$ cat src/rtl/pipelined_adder.sv
// -----------------------------------------------------------------------------
// pipelined_adder
//
// Pipelined two-operand adder/subtractor with valid/ready handshakes on both
// sides. The operands are cut into STAGES equal chunks of WIDTH/STAGES bits;
// stage k adds chunk k and registers its carry for stage k+1. The final stage
// registers the complete sum together with the carry, signed-overflow and
// zero flags, so every result field is valid exactly when out_valid is high.
//
// Subtraction is performed as a + ~b + 1. In that mode cin is ignored, and
// cout = 1 means "no borrow".
//
// Parameters
//   WIDTH   operand / sum width in bits. Must be divisible by STAGES.
//   STAGES  pipeline depth in cycles. WIDTH=1 is only legal with STAGES=1.
//
// Ports
//   clk        system clock, rising edge
//   rst        asynchronous, active-high reset
//   in_valid   operand beat present
//   in_ready   block accepts a beat this cycle (combinational)
//   a, b       operands (unsigned or two's complement)
//   cin        carry-in, only used when sub=0
//   sub        0: a+b+cin, 1: a-b
//   out_valid  result beat present
//   out_ready  downstream accepts the result
//   sum        result modulo 2^WIDTH
//   cout       carry out of the MSB
//   ovf        signed overflow (carry into MSB xor carry out of MSB)
//   zero       1 when sum == 0
// -----------------------------------------------------------------------------
module pipelined_adder #(
    parameter int WIDTH  = 8,
    parameter int STAGES = 1
) (
    input  logic             clk,
    input  logic             rst,
    input  logic             in_valid,
    output logic             in_ready,
    input  logic [WIDTH-1:0] a,
    input  logic [WIDTH-1:0] b,
    input  logic             cin,
    input  logic             sub,
    output logic             out_valid,
    input  logic             out_ready,
    output logic [WIDTH-1:0] sum,
    output logic             cout,
    output logic             ovf,
    output logic             zero
);

    // Bits handled by each stage.
    localparam int CW = WIDTH / STAGES;

    // The whole pipe moves as one shift register: it advances whenever the
    // output slot is empty or is being drained this cycle. A full stall
    // therefore freezes every stage, bubbles included.
    logic adv;

    assign adv      = ~out_valid | out_ready;
    assign in_ready = adv;

    // -------------------------------------------------------------------------
    // Inter-stage links. Element k is the input of stage k: element 0 comes
    // from the ports, element k>0 from the registers of stage k-1.
    //   lk_a / lk_b : operand bits not yet consumed, right-aligned so that the
    //                 chunk to add next always sits in bits [CW-1:0]. lk_b
    //                 already carries the inversion for subtraction.
    //   lk_acc      : sum chunks produced by the earlier stages, in place.
    //   lk_cy       : carry into the chunk handled by this stage.
    // -------------------------------------------------------------------------
    logic             lk_vld [STAGES];
    logic [WIDTH-1:0] lk_a   [STAGES];
    logic [WIDTH-1:0] lk_b   [STAGES];
    logic [WIDTH-1:0] lk_acc [STAGES];
    logic             lk_cy  [STAGES];

    assign lk_vld[0] = in_valid;
    assign lk_a[0]   = a;
    assign lk_b[0]   = sub ? ~b : b;
    assign lk_acc[0] = '0;
    // The "+1" of two's-complement subtraction enters as the initial carry.
    assign lk_cy[0]  = sub | cin;

    genvar gi;
    generate
        for (gi = 0; gi < STAGES; gi++) begin : g_stage
            // Chunk adder: CW bits plus one bit of carry out.
            logic [CW:0]      chunk_w;
            logic [WIDTH-1:0] acc_w;

            assign chunk_w = {1'b0, lk_a[gi][CW-1:0]}
                           + {1'b0, lk_b[gi][CW-1:0]}
                           + {{CW{1'b0}}, lk_cy[gi]};

            // Drop this stage's chunk into its slot of the running sum.
            always_comb begin
                acc_w              = lk_acc[gi];
                acc_w[gi*CW +: CW] = chunk_w[CW-1:0];
            end

            if (gi < STAGES - 1) begin : g_mid
                logic             vld_q, vld_d;
                logic [WIDTH-1:0] a_q, a_d;
                logic [WIDTH-1:0] b_q, b_d;
                logic [WIDTH-1:0] acc_q, acc_d;
                logic             cy_q, cy_d;

                always_comb begin
                    vld_d = lk_vld[gi];
                    // Shift out the consumed chunk; zeros fill from the top.
                    a_d   = lk_a[gi] >> CW;
                    b_d   = lk_b[gi] >> CW;
                    acc_d = acc_w;
                    cy_d  = chunk_w[CW];
                end

                always_ff @(posedge clk or posedge rst) begin
                    if (rst) begin
                        vld_q <= 1'b0;
                        a_q   <= '0;
                        b_q   <= '0;
                        acc_q <= '0;
                        cy_q  <= 1'b0;
                    end else if (adv) begin
                        vld_q <= vld_d;
                        a_q   <= a_d;
                        b_q   <= b_d;
                        acc_q <= acc_d;
                        cy_q  <= cy_d;
                    end
                end

                assign lk_vld[gi+1] = vld_q;
                assign lk_a[gi+1]   = a_q;
                assign lk_b[gi+1]   = b_q;
                assign lk_acc[gi+1] = acc_q;
                assign lk_cy[gi+1]  = cy_q;
            end else begin : g_last
                logic             vld_q, vld_d;
                logic [WIDTH-1:0] sum_q, sum_d;
                logic             cout_q, cout_d;
                logic             ovf_q, ovf_d;
                logic             zero_q, zero_d;
                logic             msb_cin_w;

                // The carry into the MSB is recovered from the MSB sum bit:
                // s = a ^ b ^ c_in  =>  c_in = a ^ b ^ s.
                assign msb_cin_w = lk_a[gi][CW-1] ^ lk_b[gi][CW-1] ^ chunk_w[CW-1];

                always_comb begin
                    vld_d  = lk_vld[gi];
                    sum_d  = acc_w;
                    cout_d = chunk_w[CW];
                    ovf_d  = msb_cin_w ^ chunk_w[CW];
                    zero_d = (acc_w == '0);
                end

                always_ff @(posedge clk or posedge rst) begin
                    if (rst) begin
                        vld_q  <= 1'b0;
                        sum_q  <= '0;
                        cout_q <= 1'b0;
                        ovf_q  <= 1'b0;
                        zero_q <= 1'b0;
                    end else if (adv) begin
                        vld_q  <= vld_d;
                        sum_q  <= sum_d;
                        cout_q <= cout_d;
                        ovf_q  <= ovf_d;
                        zero_q <= zero_d;
                    end
                end

                assign out_valid = vld_q;
                assign sum       = sum_q;
                assign cout      = cout_q;
                assign ovf       = ovf_q;
                assign zero      = zero_q;
            end
        end
    endgenerate

endmodule

$ cat config.mk
export PLATFORM = sky130hd
export DESIGN_NAME = pipelined_adder
export DESIGN_NICKNAME = d
export VERILOG_FILES = /design/src/rtl/pipelined_adder.sv
export SDC_FILE = /design/constraint.sdc
export NUM_CORES = 1
export LEC_CHECK = 0
export CORE_MARGIN = 1
export CORE_UTILIZATION = 35
export DETAILED_ROUTE_END_ITERATION = 7
export PLACE_DENSITY = 0.67
export REMOVE_ABC_BUFFERS = 1
export SLEW_MARGIN = 20
export SYNTH_ARGS = -nofsm -noshare
export SYNTH_HDL_FRONTEND = slang
export SYNTH_SLANG_ARGS = --single-unit
$ cat constraint.sdc
create_clock -name clk -period 1.2 [get_ports clk]
set_input_delay 0.18 -clock clk [delete_from_list [all_inputs] [get_ports clk]]
set_output_delay 0.18 -clock clk [all_outputs]
set_load 0.05 [all_outputs]
Yosys cells after proc, flatten, opt, wreduce, memory -nomap -nowiden
Cells that the tools add are included.
Cells by class
  reductions and logical operators: 1
  equality and inequality tests: 0
  div/mod/pow operators: 0
  bitwise gates (word level): 7
  multipliers: 0
  shift operators: 0
  add/sub/neg operators: 2
  muxes and demuxes: 1
  magnitude comparators: 0
Operators with widths (count)
  $add 8x8->9: 1
  $add 9x1->9: 1
  $logic_not 8->1: 1
  $mux 8: 1
  $not 8->8: 1
  $xor 1x1->1: 3
  $or 1x1->1: 2
  $not 1->1: 1
Storage, ports and cells
  output and inout bits: 13
  word-level logic and storage cells: 16
  input bits: 22
  latch bits: 0
  ROM bits: 0
  flip-flop bits (word level): 12
  memories: 0
  RAM bits: 0

Depth between registers and ports, before layout
  depth in word-level cells: 6
  mapped depth: 10

Least setup slack after synthesis
No wires, ideal clock.
  path type: input port to flip-flop
  start: input port sub
  end: register g_stage[0].g_last.zero_q (netlist: zero)
  setup slack: -1131 ps
  stages: 10
  data arrival time: 2210 ps
  cells stage by stage: buf_2 xnor2_1 fa_1 fa_1 nor2b_4 o2111ai_1 nand3b_2 xor2_1 nor2_1 a32o_2
On the way
  cells in the longest elaborated chain, start to end: 4
  elaborated cells on any way between the ends: 5
  those cells by class: add/sub: 2; mux: 1; bitwise: 1; reduce/logical: 1
Ends and longest elaborated chain
  start: declaration: RTL line 43  | input logic sub,
  $mux 8: RTL line 80  | assign lk_b[0] = sub ? ~b : b;
  $add 8x8->9: RTL line 93  | + {1'b0, lk_b[gi][CW-1:0]}
  $add 9x1->9 (*): RTL line 94  | + {{CW{1'b0}}, lk_cy[gi]};
  $logic_not 8->1 (*): RTL line 156  | zero_d = (acc_w == '0);
  end signal: assignment: RTL line 171  | zero_q <= zero_d;
  end: declaration: RTL line 144  | logic zero_q, zero_d;
Mark *: on every way between the ends. The rest lies on a longest branch, timed or not.
A chain may end at the register's enable or synchronous reset.

Worst setup path after layout
  start: input port b[0]
  end: register g_stage[0].g_last.zero_q (netlist: zero)
On the way
  cells in the longest elaborated chain, start to end: 5
Ends and longest elaborated chain
  start: declaration: RTL line 41  | input logic [WIDTH-1:0] b,
  $not 8->8: RTL line 80
  $mux 8 (*): RTL line 80
  $add 8x8->9 (*): RTL line 93
  $add 9x1->9 (*): RTL line 94
  $logic_not 8->1 (*): RTL line 156
Marked as above.

==> results summary <==
For this block, the initial DRC count from the detailed router was 9. Among all stages on the critical path, the largest delay is contributed by fa_2. The clock latency at the later pin of the worst-skew pair is 0.26 ns. The maximum VDD drop came out at 1020 µV. The pin count of the biggest net entering global routing is 13. The TritonCTS sink count is 12. Clock tree synthesis selected as its root buffer the cell clkbuf_4.

Along the worst path, the maximum fanout reaches 2. The total of buffers placed on input and output ports is 34. The total clock buffers created by CTS is 3.

The floorplan has 17 rows. The number of distinct library cell variants in the gate-level netlist after synthesis is 30. The most used flip-flop cell after synthesis is dfrtp_1.

Of the post-synthesis cell area, the dominant cell type holds 33.4%. Of the cells placed in the final design, the portion with a size suffix greater than 1 is 55.4%. The die width is 52.7 µm. The standard cell core area came out at 2320 µm².

The number of synthesized flops with an enable pin came out at 0. For this design the static power due to leakage is 0.882 nW. The largest total area in the synthesized netlist belongs to dfrtp_1. By startpoint and endpoint, the worst setup path is classified as in -> reg. Setup repair after global routing could not meet its margin everywhere. Once layout is complete, the utilization of the core stands at 81.1%. The area growth from synthesis to final layout came out at 109%. The cell area after placement is 1560 µm². The total overflow left after global routing is 0. In the post-synthesis netlist, the biggest area contributors are dfrtp_1 33%, ha_1 9.7%, xor2_1 9.7%.

The top-level port count is 35. The total instance count after detailed placement is 183. CTS built an H-tree with a depth of 1. The count of mapped cells out of synthesis came out at 99.

The post-route minimum period is 1.95 ns. The overall track demand over capacity in global routing is 23.6%. The final reports fail on setup timing.

The transition time at the pin with the least slew margin came out at 0.446 ns. For this run, the top clock speed supported by timing is 0.512 GHz. The overall die height is 52.7 µm. During synthesis, Yosys emitted a total of 0 warnings. The flow ran to the end, but the final reports show violations. The final max-slew violation count was 0.

OpenSTA, run right after detailed placement, puts the worst setup slack at -1.57 ns. Counting flops and latches in the post-synthesis netlist gives 12. The count of nets after finishing came out at 199.

In this design, the critical path's most frequently occurring cell is fa_2. After clock tree synthesis, the clock-pin slew on the worst setup and hold paths is 0.07 ns. The number of maximum-capacitance constraint violations came out at 0. Leaving out filler cells and counting taps, the final layout contains 194. The area of the die is 2770 µm².

The average routed wire per standard cell came out at 15.4 µm. The worst-case setup margin in the final layout came out at -0.755 ns. In this design, the stage delay of the slowest critical-path cell is 0.39 ns. The overall via count from detail_route is 1009. The total count of hold-check failures in the final report came out at 0. At the worst endpoint, the arrival time is 2.11 ns. Clock skew on the completed layout was measured at 0.00103 ns. The quantity of hold-fixing buffers added after cts is 0.

The mean instance size in the synthesized netlist is 9.07 µm². The post-synthesis cell area came out at 898 µm². After routing the design area is 1880 µm². Together, buffers and inverters on the worst path number 1. In the routed design, unresolved DRC markers number 0. Among cell families on the critical path, the largest total delay comes from adder cells. The clock tree buffer depth is 2.

Dividing total power by cell area gives a power density of 1420 nW/µm². The sum of routed wire length over all layers came out at 2980 µm. The worst setup path is launched from a primary input. Setup violations remaining at the end of the flow were counted as 11. The period utilization came out at 163%.

The count of nets left with antenna violations after detail routing came out at 0. The setup check on the worst reg-to-reg path leaves a slack of -0.04 ns. On the final layout, the worst hold slack is 0.217 ns.

The via count of the first global-routing pass came out at 1038. The effective utilization at floorplan is 38.7%. The length of the first detailed-routing pass in iterations came out at 4. The worst hold path belongs to the class in -> async. The global-route wire length before repair is 4530 µm. The worst path required time is 1.36 ns. The total half-perimeter wirelength after legalization and detailed placement is 1810 µm. The fraction of synthesis flops using an asynchronous set or reset pin is 100%. The layout filler cell count came out at 131. The average via count per standard cell is 5.20. Yosys instantiated no cell more often than nand2_1. After synthesis, the most frequently instantiated cells are 16 x nand2_1, 12 x dfrtp_1, 10 x xor2_1, 8 x nor2_1, 7 x ha_1. Traced cell by cell, the critical path runs through buf_8, xnor2_4, fa_2, fa_2, nor2b_4, o2111ai_4, nand3b_4, xor2_2, nor2_1, a32o_2.

The final weighted congestion of routability-driven global placement is 0.775. TritonCTS built the clock tree. After synthesis, flip-flops and latches occupy 33.4% of the total area. STA classifies the critical path endpoint as a register. The initial antenna violation count is 0. The final antenna diode count came out at 0. The max-slew headroom at the worst pin came out at 70.2%.
-- worst register-to-register path, stage by stage (launching register included) --
cell     delay (ns)
dfrtp_1        0.35
nor2b_4        0.16
inv_2          0.05
buf_4          0.13
nand4_1        0.11
nor3_2         0.06
a32o_2         0.27
-- through the flow --
stage                     TNS (ns)  total power (W)
after floorplan              -7.31          0.00128
after global placement      -12.64          0.00204
after detailed placement    -13.45          0.00208
after CTS                    -5.17          0.00251
after global routing         -5.86          0.00280
final                        -5.48          0.00267
-- metal layers --
layer  share of wire, %  vias to the layer above  global-route usage (%)  wire length (µm)
li1                   -                      463                       -                 -
met3                4.6                       10                    4.93               138
met4                3.1                        0                    13.6                93
met1                 36                      493                    22.6              1070
met5                  0                        -                       0                 0
met2                 56                       43                    45.4              1680
-- repair_timing --
action,4_1_cts,5_1_grt
resized for setup,55,22
setup buffers,10,1
gates cloned,0,0
pin swaps,24,9
endpoints found under the setup margin,12,11
-- final timing paths --
kind / end / start / cells after the start
max: zero / b[0] / 10
min: sum[5] / rst / 2
max reg2reg: zero / out_valid / 6
min reg2reg: sum[3] / sum[3] / 2
max in group asynchronous: sum[0] / rst / 2
min in group clk: sum[0] / a[0] / 5
-- power breakdown --
group / switching [W] / leakage (nW) / internal [W]
clock: 0.000124 / 0.0138 / 0.000116
sequential: 0.000104 / 0.142 / 0.000501
combinational: 0.000888 / 0.726 / 0.000938
-- layout by cell type (no fill, tap or decap), types with 2 or more instances in the layout --
cell / netlist / layout
nor3_2: 1 / 2
o21ai_1: 3 / 2
ha_1: 7 / 6
clkbuf_4: 0 / 3
xor2_2: 0 / 3
dlygate4sd2_1: 0 / 4
a21oi_2: 0 / 5
nand2b_1: 2 / 2
nor2_1: 8 / 6
clkdlybuf4s50_1: 0 / 12
xnor2_2: 0 / 3
dfrtp_1: 12 / 12
o21ai_2: 0 / 3
inv_1: 5 / 3
buf_4: 1 / 28
nand2_1: 16 / 12
buf_6: 0 / 5
buf_8: 0 / 2
buf_12: 0 / 13
inv_2: 0 / 2
xor2_1: 10 / 7
fa_2: 0 / 2
nand2_2: 0 / 4
nor2b_4: 1 / 4
nor2_2: 0 / 2
-- flip-flops by register name, summed over array words and instances, names as in the netlist --
name,count
sum,8
cout,1
out_valid,1
ovf,1
zero,1
-- cell type report --
| cell class | count | area, µm² | area share, % |
|---|---|---|---|
| multi-input cells | 79 | 772 | 41.1 |
| well taps | 28 | 35.0 | 1.86 |
| repair buffers | 67 | 732 | 38.9 |
| flip-flops and latches | 12 | 300 | 16.0 |
| inverters | 5 | 18.8 | 0.998 |
| clock buffers | 3 | 22.5 | 1.20 |
-- kinds of logic after synthesis --
kind of cell | synth area share (%)
simple gates | 21.6
compound gates | 13.1
xor+xnor | 13.6
flops | 33.4
fa+ha+maj | 14.2
buf+inv | 4.04
No activity file was read; power rests on OpenSTA's default activity.
